==> src/rtl/pcs_rx_decode_fsm_if.sv <==
// Receive-side bundle between the 10-bit synchroniser and the GMII-facing logic.
// The master drives the codeword stream and counter clear. The slave (the PCS
// receive block) returns the decoded byte, the frame flags and the status.
interface pcs_rx_decode_fsm_if #(
  parameter int ERR_CNT_W = 16
);
  logic [9:0]           SUDI;
  logic                 sync_status;
  logic                 cnt_clr;
  logic [7:0]           RXD;
  logic                 RX_DV;
  logic                 RX_ER;
  logic [ERR_CNT_W-1:0] code_err_cnt;
  logic                 rd_pos;

  modport master (
    output SUDI, sync_status, cnt_clr,
    input  RXD, RX_DV, RX_ER, code_err_cnt, rd_pos
  );

  modport slave (
    input  SUDI, sync_status, cnt_clr,
    output RXD, RX_DV, RX_ER, code_err_cnt, rd_pos
  );
endinterface

==> src/rtl/pcs_rx_decode_fsm.sv <==
// 1000BASE-X PCS receive block: 8B/10B decode with running-disparity check,
// a frame FSM that drives RXD/RX_DV/RX_ER, and a saturating code-violation
// counter. Every output is registered, so there is one cycle from codeword to
// output.
module pcs_rx_decode_fsm #(
  parameter int         ERR_CNT_W = 16,
  parameter bit         CHECK_RD  = 1'b1,
  parameter logic [7:0] SOP_BYTE  = 8'h55
) (
  input logic                CLK,
  input logic                RESET_N,
  pcs_rx_decode_fsm_if.slave rx
);
  localparam logic [9:0] K285_N = 10'b0011111010;
  localparam logic [9:0] K285_P = 10'b1100000101;
  localparam logic [9:0] S_N    = 10'b1101101000;
  localparam logic [9:0] S_P    = 10'b0010010111;
  localparam logic [9:0] T_N    = 10'b1011101000;
  localparam logic [9:0] T_P    = 10'b0100010111;
  localparam logic [9:0] R_N    = 10'b1110101000;
  localparam logic [9:0] R_P    = 10'b0001010111;

  typedef enum logic [6:0] {
    WAIT_FOR_K = 7'b0000001,
    RX_K       = 7'b0000010,
    IDLE_D     = 7'b0000100,
    RECEIVE    = 7'b0001000,
    RX_ERROR   = 7'b0010000,
    TRI_RRI    = 7'b0100000,
    TRR        = 7'b1000000
  } state_t;

  typedef struct packed {
    logic       ok;
    logic       is_k;
    logic       rd_out;
    logic [7:0] byte_val;
  } col_t;

  // Decode one codeword under an assumed starting RD. The result says whether
  // the word is legal in that column, whether it is a control code, the RD at
  // the end of the word, and the decoded byte (HGF EDCBA).
  function automatic col_t col_chk(input logic rd_in, input logic [9:0] w);
    logic [5:0] s6;
    logic [3:0] s4;
    logic [4:0] x;
    logic [2:0] y;
    logic [2:0] n6, n4;
    logic       ok6, ok4, k28, a7, p7, dok6, dok4, rm, re, a7_req, kx7;
    col_t       r;
    s6 = w[9:4];
    s4 = w[3:0];
    ok6 = 1'b1; k28 = 1'b0; x = 5'd0;
    case (s6)
      6'b100111, 6'b011000: x = 5'd0;
      6'b011101, 6'b100010: x = 5'd1;
      6'b101101, 6'b010010: x = 5'd2;
      6'b110001:            x = 5'd3;
      6'b110101, 6'b001010: x = 5'd4;
      6'b101001:            x = 5'd5;
      6'b011001:            x = 5'd6;
      6'b111000, 6'b000111: x = 5'd7;
      6'b111001, 6'b000110: x = 5'd8;
      6'b100101:            x = 5'd9;
      6'b010101:            x = 5'd10;
      6'b110100:            x = 5'd11;
      6'b001101:            x = 5'd12;
      6'b101100:            x = 5'd13;
      6'b011100:            x = 5'd14;
      6'b010111, 6'b101000: x = 5'd15;
      6'b011011, 6'b100100: x = 5'd16;
      6'b100011:            x = 5'd17;
      6'b010011:            x = 5'd18;
      6'b110010:            x = 5'd19;
      6'b001011:            x = 5'd20;
      6'b101010:            x = 5'd21;
      6'b011010:            x = 5'd22;
      6'b111010, 6'b000101: x = 5'd23;
      6'b110011, 6'b001100: x = 5'd24;
      6'b100110:            x = 5'd25;
      6'b010110:            x = 5'd26;
      6'b110110, 6'b001001: x = 5'd27;
      6'b001110:            x = 5'd28;
      6'b101110, 6'b010001: x = 5'd29;
      6'b011110, 6'b100001: x = 5'd30;
      6'b101011, 6'b010100: x = 5'd31;
      6'b001111, 6'b110000: begin x = 5'd28; k28 = 1'b1; end
      default:              ok6 = 1'b0;
    endcase
    ok4 = 1'b1; a7 = 1'b0; p7 = 1'b0; y = 3'd0;
    case (s4)
      4'b1011, 4'b0100: y = 3'd0;
      4'b1001:          y = 3'd1;
      4'b0101:          y = 3'd2;
      4'b1100, 4'b0011: y = 3'd3;
      4'b1101, 4'b0010: y = 3'd4;
      4'b1010:          y = 3'd5;
      4'b0110:          y = 3'd6;
      4'b1110, 4'b0001: begin y = 3'd7; p7 = 1'b1; end
      4'b0111, 4'b1000: begin y = 3'd7; a7 = 1'b1; end
      default:          ok4 = 1'b0;
    endcase
    n6 = 3'($countones(s6));
    n4 = 3'($countones(s4));
    // 111000/000111 are balanced but each is legal in one column only
    case (n6)
      3'd4:    begin dok6 = !rd_in; rm = 1'b1; end
      3'd2:    begin dok6 = rd_in;  rm = 1'b0; end
      3'd3:    begin
        dok6 = (s6 == 6'b111000) ? !rd_in : (s6 == 6'b000111) ? rd_in : 1'b1;
        rm   = rd_in;
      end
      default: begin dok6 = 1'b0; rm = rd_in; end
    endcase
    case (n4)
      3'd3:    begin dok4 = !rm; re = 1'b1; end
      3'd1:    begin dok4 = rm;  re = 1'b0; end
      3'd2:    begin
        dok4 = (s4 == 4'b1100) ? !rm : (s4 == 4'b0011) ? rm : 1'b1;
        re   = rm;
      end
      default: begin dok4 = 1'b0; re = rm; end
    endcase
    // D.x.7 uses the alternate form only where the primary would make a run of five
    a7_req = !k28 && (rm ? (x == 5'd11 || x == 5'd13 || x == 5'd14)
                         : (x == 5'd17 || x == 5'd18 || x == 5'd20));
    kx7    = !k28 && a7 && (x == 5'd23 || x == 5'd27 || x == 5'd29 || x == 5'd30);
    r.ok       = ok6 && ok4 && dok6 && dok4 &&
                 (a7 ? (k28 || a7_req || kx7) : !(p7 && (k28 || a7_req)));
    r.is_k     = k28 || kx7;
    r.rd_out   = re;
    r.byte_val = {y, x};
    return r;
  endfunction

  state_t               state_q, state_n;
  logic                 rd_q, rd_n;
  logic [7:0]           rxd_q, rxd_n;
  logic                 dv_q, dv_n, er_q, er_n;
  logic [ERR_CNT_W-1:0] cnt_q, cnt_n;

  col_t       col_neg_p0, col_pos_p0, col_cur_p0, col_alt_p0, col_sel_p0;
  logic       valid_p0, is_d_p0, is_k285_p0, is_s_p0, is_t_p0, is_r_p0;
  logic [3:0] ones_p0;

  // ---- stage p0: classify the incoming codeword against both RD columns ----
  assign col_neg_p0 = col_chk(1'b0, rx.SUDI);
  assign col_pos_p0 = col_chk(1'b1, rx.SUDI);
  assign col_cur_p0 = rd_q ? col_pos_p0 : col_neg_p0;
  assign col_alt_p0 = rd_q ? col_neg_p0 : col_pos_p0;
  assign col_sel_p0 = col_cur_p0.ok ? col_cur_p0 : col_alt_p0;
  assign valid_p0   = col_cur_p0.ok || (!CHECK_RD && col_alt_p0.ok);
  assign is_d_p0    = valid_p0 && !col_sel_p0.is_k;
  assign is_k285_p0 = valid_p0 && (rx.SUDI == K285_N || rx.SUDI == K285_P);
  assign is_s_p0    = valid_p0 && (rx.SUDI == S_N || rx.SUDI == S_P);
  assign is_t_p0    = valid_p0 && (rx.SUDI == T_N || rx.SUDI == T_P);
  assign is_r_p0    = valid_p0 && (rx.SUDI == R_N || rx.SUDI == R_P);
  assign ones_p0    = 4'($countones(rx.SUDI));

  // Next state and next registered outputs of the receive FSM
  always_comb begin
    state_n = state_q;
    rxd_n   = 8'h00;
    dv_n    = 1'b0;
    er_n    = 1'b0;
    if (!rx.sync_status) begin
      state_n = WAIT_FOR_K;
      er_n    = dv_q;
    end else begin
      case (state_q)
        WAIT_FOR_K: if (is_k285_p0) state_n = RX_K;
        RX_K:       state_n = is_d_p0 ? IDLE_D : WAIT_FOR_K;
        IDLE_D: begin
          if (is_k285_p0) state_n = RX_K;
          else if (is_s_p0) begin
            state_n = RECEIVE;
            rxd_n   = SOP_BYTE;
            dv_n    = 1'b1;
          end else state_n = WAIT_FOR_K;
        end
        RECEIVE, RX_ERROR: begin
          if (is_d_p0) begin
            state_n = RECEIVE;
            rxd_n   = col_sel_p0.byte_val;
            dv_n    = 1'b1;
          end else if (is_t_p0) begin
            state_n = TRI_RRI;
          end else if (is_k285_p0) begin
            state_n = RX_K;
            er_n    = 1'b1;
          end else begin
            state_n = RX_ERROR;
            dv_n    = 1'b1;
            er_n    = 1'b1;
          end
        end
        TRI_RRI:    state_n = is_r_p0 ? TRR : WAIT_FOR_K;
        TRR: begin
          if (is_r_p0) state_n = TRR;
          else if (is_k285_p0) state_n = RX_K;
          else state_n = WAIT_FOR_K;
        end
        default:    state_n = WAIT_FOR_K;
      endcase
    end
  end

  // Running disparity and saturating violation count for the next cycle
  always_comb begin
    rd_n  = rd_q;
    cnt_n = cnt_q;
    if (!rx.sync_status) rd_n = 1'b0;
    else if (valid_p0) rd_n = col_sel_p0.rd_out;
    else if (ones_p0 > 4'd5) rd_n = 1'b1;
    else if (ones_p0 < 4'd5) rd_n = 1'b0;
    if (rx.cnt_clr) cnt_n = '0;
    else if (rx.sync_status && !valid_p0 && cnt_q != {ERR_CNT_W{1'b1}})
      cnt_n = cnt_q + 1'b1;
  end

  // ---- stage p1: registered state and outputs ----
  always_ff @(posedge CLK or negedge RESET_N) begin
    if (!RESET_N) begin
      state_q <= WAIT_FOR_K;
      rd_q    <= 1'b0;
      rxd_q   <= 8'h00;
      dv_q    <= 1'b0;
      er_q    <= 1'b0;
      cnt_q   <= '0;
    end else begin
      state_q <= state_n;
      rd_q    <= rd_n;
      rxd_q   <= rxd_n;
      dv_q    <= dv_n;
      er_q    <= er_n;
      cnt_q   <= cnt_n;
    end
  end

  assign rx.RXD          = rxd_q;
  assign rx.RX_DV        = dv_q;
  assign rx.RX_ER        = er_q;
  assign rx.code_err_cnt = cnt_q;
  assign rx.rd_pos       = rd_q;
endmodule

==> src/flat_wrapper.sv <==
// flat-port wrapper written by rule: the top's interface ports become plain ports
module pcs_rx_decode_fsm_flat 
#(
  parameter int         ERR_CNT_W = 16,
  parameter bit         CHECK_RD  = 1'b1,
  parameter logic [7:0] SOP_BYTE  = 8'h55
)
  (CLK, RESET_N, rx_SUDI, rx_sync_status, rx_cnt_clr, rx_RXD, rx_RX_DV, rx_RX_ER, rx_code_err_cnt, rx_rd_pos);
  pcs_rx_decode_fsm_if #(.ERR_CNT_W(ERR_CNT_W)) rx_i ();
  input logic CLK;
  input logic RESET_N;
  input wire logic [$bits(rx_i.SUDI)-1:0] rx_SUDI;
  input wire logic [$bits(rx_i.sync_status)-1:0] rx_sync_status;
  input wire logic [$bits(rx_i.cnt_clr)-1:0] rx_cnt_clr;
  output wire logic [$bits(rx_i.RXD)-1:0] rx_RXD;
  output wire logic [$bits(rx_i.RX_DV)-1:0] rx_RX_DV;
  output wire logic [$bits(rx_i.RX_ER)-1:0] rx_RX_ER;
  output wire logic [$bits(rx_i.code_err_cnt)-1:0] rx_code_err_cnt;
  output wire logic [$bits(rx_i.rd_pos)-1:0] rx_rd_pos;
  assign rx_i.SUDI = rx_SUDI;
  assign rx_i.sync_status = rx_sync_status;
  assign rx_i.cnt_clr = rx_cnt_clr;
  assign rx_RXD = rx_i.RXD;
  assign rx_RX_DV = rx_i.RX_DV;
  assign rx_RX_ER = rx_i.RX_ER;
  assign rx_code_err_cnt = rx_i.code_err_cnt;
  assign rx_rd_pos = rx_i.rd_pos;
  pcs_rx_decode_fsm #(.ERR_CNT_W(ERR_CNT_W), .CHECK_RD(CHECK_RD), .SOP_BYTE(SOP_BYTE)) u_core (.CLK(CLK), .RESET_N(RESET_N), .rx(rx_i));
endmodule
==> config.mk <==
export PLATFORM = sky130hd
export DESIGN_NAME = pcs_rx_decode_fsm_flat
export DESIGN_NICKNAME = d
export VERILOG_FILES = /design/src/rtl/pcs_rx_decode_fsm_if.sv /design/src/rtl/pcs_rx_decode_fsm.sv /design/src/flat_wrapper.sv
export SDC_FILE = /design/constraint.sdc
export NUM_CORES = 1
export LEC_CHECK = 0
export ABC_CLOCK_PERIOD_IN_PS = 5700
export BUFFER_PORTS_ARGS = -buffer_cell sky130_fd_sc_hd__buf_2
export CAP_MARGIN = 10
export CORE_MARGIN = 8
export CORE_UTILIZATION = 64
export CTS_CLUSTER_DIAMETER = 60
export DETAILED_ROUTE_END_ITERATION = 16
export GPL_ROUTABILITY_DRIVEN = 0
export PLACE_DENSITY = 0.85
export SYNTH_ARGS = -nofsm -noshare
export SYNTH_HDL_FRONTEND = slang
export SYNTH_SLANG_ARGS = --single-unit
==> constraint.sdc <==
create_clock -name CLK -period 5.7 [get_ports CLK]
set_clock_uncertainty 0.15 [all_clocks]
set_input_delay 0.57 -clock CLK [delete_from_list [all_inputs] [get_ports CLK]]
set_output_delay 0.57 -clock CLK [all_outputs]
set_load 0.02 [all_outputs]
# == Yosys cells after proc, flatten, opt, wreduce, memory -nomap -nowiden ==
# Index checks and enable logic that the tools add are counted.
# classes
multipliers,0
n_bitwise,0
div,0
n_reduce_logical,66
eq_ne,96
muxes,63
shifts,0
n_addsub,11
order_cmp,2
# ops
op,count
5-bit one-hot mux with 31 select lines,1
"6-bit == test, second input constant",24
"6-bit by 5-bit == test with 1-bit output, second input constant",14
7-bit 2-to-1 mux,8
48-bit OR reduction,1
"6-bit by 4-bit == test with 1-bit output, second input constant",7
7-bit one-hot mux with 6 select lines,1
"10-bit == test, second input constant",4
2-bit OR reduction,19
"5-bit == test, second input constant",7
1-bit 2-to-1 mux,32
16-bit 2-to-1 mux,2
"4-bit == test, second input constant",7
8-bit 2-to-1 mux,3
3-bit one-hot mux with 7 select lines,1
"10-bit by 8-bit == test with 1-bit output, second input constant",2
1-bit logical AND,20
"6-bit by 3-bit == test with 1-bit output, second input constant",3
"16-bit by 1-bit adder with 16-bit output, second input constant",1
"4-bit by 3-bit == test with 1-bit output, second input constant",4
1-bit logical OR,16
"16-bit inequality test, second input constant",1
8-bit one-hot mux with 2 select lines,1
"5-bit by 4-bit == test with 1-bit output, second input constant",3
other kinds (36),56
# totals
ramBits,0
ff_bits,34
word_cells,244
romBits,0
latch_bits,0
in_bits,14
output_inout_bits,27
n_memories,0

# == Logic depth before layout (Yosys ltp) ==
# logic_depth
depth_word,20
ltp_mapped,17
ltp_nobuf,14

# == Least setup slack after synthesis ==
# OpenSTA, ideal clock, no wires.
# synth_path
kind,input -> register
startpoint,input rx_SUDI[4]
endpoint,register u_core.cnt_q[5] (netlist: u_core.rx.code_err_cnt[5])
slack_ps,1264
cell_stages,15
setup_time_ps,125
arrival_time_ps,4161
path_buffers,1
path_cell_list,fa_1 ha_1 ha_1 inv_1 fa_1 xnor2_1 nand3b_1 or3_1 a21oi_1 or3b_2 o31a_2 o21ba_2 buf_2 nand4_1 mux2_2
# synth_between
elab_chain_len,18
# synth_rtl
item,line,source
start: declaration,flat_wrapper.sv:12,input wire logic [$bits(rx_i.SUDI)-1:0] rx_SUDI;
branches (longest 13 deep; another with 2-bit by 2-bit adder with 3-bit output),-,
11-bit 2-to-1 mux (*),pcs_rx_decode_fsm.sv:149,assign col_cur_p0 = rd_q ? col_pos_p0 : col_neg_p0;
1-bit zero test (*),pcs_rx_decode_fsm.sv:217,else if (rx.sync_status && !valid_p0 && cnt_q != {ERR_CNT_W{1'b1}})
1-bit logical AND (*) (2 in series),pcs_rx_decode_fsm.sv:217,
2-bit nonzero test (no source line) (*),-,
end signal: assignment,pcs_rx_decode_fsm.sv:236,cnt_q <= cnt_n;
end: declaration,pcs_rx_decode_fsm.sv:140,"logic [ERR_CNT_W-1:0] cnt_q, cnt_n;"
# Mark *: on every way between the ends.
# A chain may end at the register's enable or synchronous reset.

# == Worst setup path after layout ==
# layout_path
startpoint,input rx_SUDI[7]
endpoint,register u_core.rxd_q[7] (netlist: u_core.rx.RXD[7])
# layout_between
elab_chain_len,20
# layout_rtl
item,line,source
branches (longest 17 deep; another with 2-bit by 2-bit adder with 3-bit output),-,
8-bit 2-to-1 mux (*),pcs_rx_decode_fsm.sv:182,if (is_d_p0) begin
8-bit one-hot mux with 2 select lines (*),pcs_rx_decode_fsm.sv:170,case (state_q)
8-bit 2-to-1 mux (*),pcs_rx_decode_fsm.sv:166,if (!rx.sync_status) begin
named net u_core.rxd_n[7],pcs_rx_decode_fsm.sv:138,"logic [7:0] rxd_q, rxd_n;"
end signal: assignment,pcs_rx_decode_fsm.sv:233,rxd_q <= rxd_n;
end: declaration,pcs_rx_decode_fsm.sv:138,
# Mark *: on every way through the listed nets, which the timed path passes.

==> results.txt <==
The flow ran to the end, and the final reports show no timing, DRC or antenna violations. The area share of fa/ha/maj cells after synthesis came out at 11.7%. The area of the placeable core came out at 0.00537 mm². The wire-length estimate of the detail-placed layout is 6.75 mm. The required time of the critical path came out at 5.72 ns. The average routed wire per standard cell is 17.4 µm. The horizontal die dimension came out at 89.8 µm. The normalized max-slew margin is 50.1%. The count of buffers added on input and output ports is 40. The area growth from synthesis to layout is 6.39%. The endpoint type of the worst setup path is a flop. The power density over the cells came out at 180 mW/mm². Clock tree synthesis selected as its root buffer the cell sky130_fd_sc_hd__clkbuf_8. The top-level port count came out at 41. The worst setup path is launched from a primary input. The top cell types in the final layout, fill and taps aside, are sky130_fd_sc_hd__buf_2 (40), sky130_fd_sc_hd__nand2_1 (35), sky130_fd_sc_hd__dfrtp_1 (33), sky130_fd_sc_hd__nor2_1 (31), sky130_fd_sc_hd__a21oi_1 (28).

The final layout contains 490 nets. The top routing layer in use is met4. The count of antenna-violating nets left after detailed routing is 0.

The die outline height is 89.8 µm. The count of inserted antenna diode cells came out at 0. The full die area is 0.00807 mm². The number of placement rows came out at 27.

Clock latency on the worst-skew pair, taken at its later pin, is 0.29 ns. The initial antenna violation count came out at 0. The synthesized netlist devotes 23.0% of its cell area to compound gates. By startpoint and endpoint, the worst setup path is classified as in2reg.

The total negative slack came out at 0 ns. The final-report hold violation count is 0. The detailed route wirelength on metal2 is 4.37 mm. The number of nets in the synthesized netlist came out at 470. Counting the buffers created by CTS gives 5. Counting every sink on the clock net gives 34. The multiplexer fraction of the synthesized cell area is 4.74%. After the first detailed-routing iteration, the DRC count stood at 277. In this run, post-CTS repair resized a total of 0 instances. The share of flip-flops with an asynchronous set or reset after synthesis came out at 100%. The synthesized flop and latch total came out at 34.

In this run the cell area of the synthesized design comes to 0.00349 mm². The pin count of the biggest net entering global routing is 35. Of the available clock period, the critical path in the final layout requires 87.1%.

The XOR/XNOR share of the synthesized area is 1.26%. The number of enable-type register cells in the synthesized netlist came out at 0. The depth of the CTS H-tree is 2. The iteration count of the initial detailed-routing pass is 5. The final number of max-transition violations came out at 0.

The maximum vdd drop came out at 0.0969 mV. The fraction of layout cells with a size suffix above 1 is 16.5%. The overall overflow remaining after global route is 0.

The post-detailed-route DRC marker count is 0. On the final layout, the worst hold slack is 0.201 ns. The sequential share of the synthesized area came out at 24.4%. The static power due to leakage came out at 1.64 nW.

Setup repair after global routing left no endpoint under its margin. The via count of the first global-routing pass came out at 3,283. After detailed routing, the number of vias per cell comes to 6.58. The instance count of the mapped netlist is 427. Post-CTS timing repair inserted 0 buffers for setup. Buffers inserted to repair hold after CTS numbered 0. The worst hold-check path type is in2async. The number of max-cap violations came out at 0.

The transition time of the tightest slew-check pin is 0.748 ns. TritonCTS built the clock tree. The maximum fanout encountered on the critical timing path came out at 19. The library cell used most frequently in the layout, excluding fill and tap cells, is sky130_fd_sc_hd__buf_2. In the detailed route, the total length drawn on met3 is 643 µm.

Clock-pin slew was measured on the worst setup and hold paths at 0.07 ns. The post-synthesis cell type count came out at 75. The average instance in the mapped netlist occupies 8.17 µm². The number of synthesis warnings is 0. After Yosys synthesis, and, or, nand and nor cells account for 27.5% of the synthesized area. Across every metal layer, demand over resource in global routing totals 22.1%.

The starting density of the core came out at 64.9%. The most used flip-flop cell after synthesis is sky130_fd_sc_hd__dfrtp_1. The global-route wire length before repair came out at 15.4 mm. The data arrival time of the critical path came out at 4.99 ns. The largest buffer count on any clock path came out at 2. The count of endpoints failing setup in the final report came out at 0.

The main combinational cell family by area after synthesis is simple AND/OR/NAND/NOR gates. The final layout contains routed wiring with a total length of 9.03 mm. The routed length on met1 came out at 3.79 mm. Timing would allow up to 201 MHz. The total number of vias came out at 3,421. The clock period minus final worst setup slack is 4.96 ns.
==> flip-flops by register name, indices dropped and copies added, names as in the netlist <==
register                count
u_core.state_q              7
u_core.rx.rd_pos            1
u_core.rx.RXD               8
u_core.rx.code_err_cnt     16
u_core.rx.RX_DV             1
u_core.rx.RX_ER             1
==> kinds of logic after synthesis <==
logic type / Yosys count
compound gates: 115
xor+xnor: 5
fa+ha+maj: 29
buf+inv: 53
flops: 34
mux: 15
simple gates: 176
==> power breakdown <==
part | internal (mW) | switching, mW | leakage, nW
combinational | 0.0882 | 0.143 | 1.12
sequential | 0.246 | 0.00755 | 0.469
clock | 0.0974 | 0.0865 | 0.0482
==> Yosys cell counts, drive strengths merged (3+ instances only) <==
master	instances	area [µm²]
and3	7	43.8
o2bb2ai	3	26.3
dfrtp	33	826
a31o	3	26.3
xor2	3	26.3
inv	26	97.6
nand2b	11	76.3
mux2	9	105
nand4	11	68.8
fa	6	120
nand2	36	143
nor4	6	37.5
o21ai	23	115
o211ai	4	30.0
nand3b	4	30.0
nor2b	13	81.3
a311oi	6	65.1
nor2	31	116
mux2i	6	60.1
nor3	17	100
buf	12	101
o31a	3	27.5
a31oi	3	18.8
o22ai	10	68.8
nor3b	4	35.0
clkbuf	15	57.6
a21oi	28	140
and2	5	31.3
a211oi	5	42.5
a22oi	4	30.0
ha	23	288
or3	8	50.1
nand3	15	75.1
==> worst paths after layout <==
kind,start,endpoint,slack (ns),depth (start not counted)
max,rx_SUDI[7],u_core.rx.RXD[7]$_DFF_PN0_,0.74,15
min,RESET_N,u_core.state_q[1]$_DFFE_PN0P_,0.20,1
max reg2reg,u_core.rx.code_err_cnt[3]$_DFFE_PN0P_,u_core.rx.code_err_cnt[5]$_DFFE_PN0P_,2.62,11
min reg2reg,u_core.rx.RX_DV$_DFF_PN0_,u_core.rx.RX_ER$_DFF_PN0_,0.35,1
max in group asynchronous,RESET_N,u_core.rx.code_err_cnt[8]$_DFFE_PN0P_,4.72,1
min in group CLK,u_core.rx.RX_DV$_DFF_PN0_,u_core.rx.RX_ER$_DFF_PN0_,0.35,1
==> cell type report <==
cell class | count | area (µm²)
timing repair buffer | 40 | 200
multi-input combinational | 340 | 2380
fill | 418 | 1660
sequential | 34 | 852
inverter | 26 | 97.6
tap | 72 | 90.1
clock buffer | 7 | 86.3
clock inverter | 1 | 5.00
==> routing by layer <==
layer  up-vias  track usage [%]
met4         0             9.17
met1      1627             26.8
met5         -                0
met3        30             4.07
met2       160             37.2
li1       1604                -
==> stage by stage <==
stage	utilization [%]	instances	power (mW)	worst slack, ns	cell area (µm²)
floorplan	-	427	0.434	1.26	3490
global placement	67.4	512	0.477	0.669	3620
detailed placement	67.4	512	0.486	0.486	3620
CTS	69.1	520	0.670	0.795	3710
global route	69.1	520	0.710	0.446	3710
finish	69.1	520	0.669	0.736	3710
==> critical path, stage by stage <==
cell and delay, ns:
sky130_fd_sc_hd__buf_2 0.28, sky130_fd_sc_hd__fa_1 0.49, sky130_fd_sc_hd__ha_1 0.20, sky130_fd_sc_hd__ha_1 0.32
sky130_fd_sc_hd__inv_1 0.07, sky130_fd_sc_hd__fa_1 0.40, sky130_fd_sc_hd__xnor2_1 0.23, sky130_fd_sc_hd__nand3b_1 0.21
sky130_fd_sc_hd__or3_1 0.36, sky130_fd_sc_hd__a21oi_1 0.20, sky130_fd_sc_hd__or3b_2 0.46, sky130_fd_sc_hd__o31a_2 0.14
sky130_fd_sc_hd__o21bai_2 0.48, sky130_fd_sc_hd__nand2_4 0.22, sky130_fd_sc_hd__a311oi_1 0.34
No activity file was read; power rests on OpenSTA's default activity.
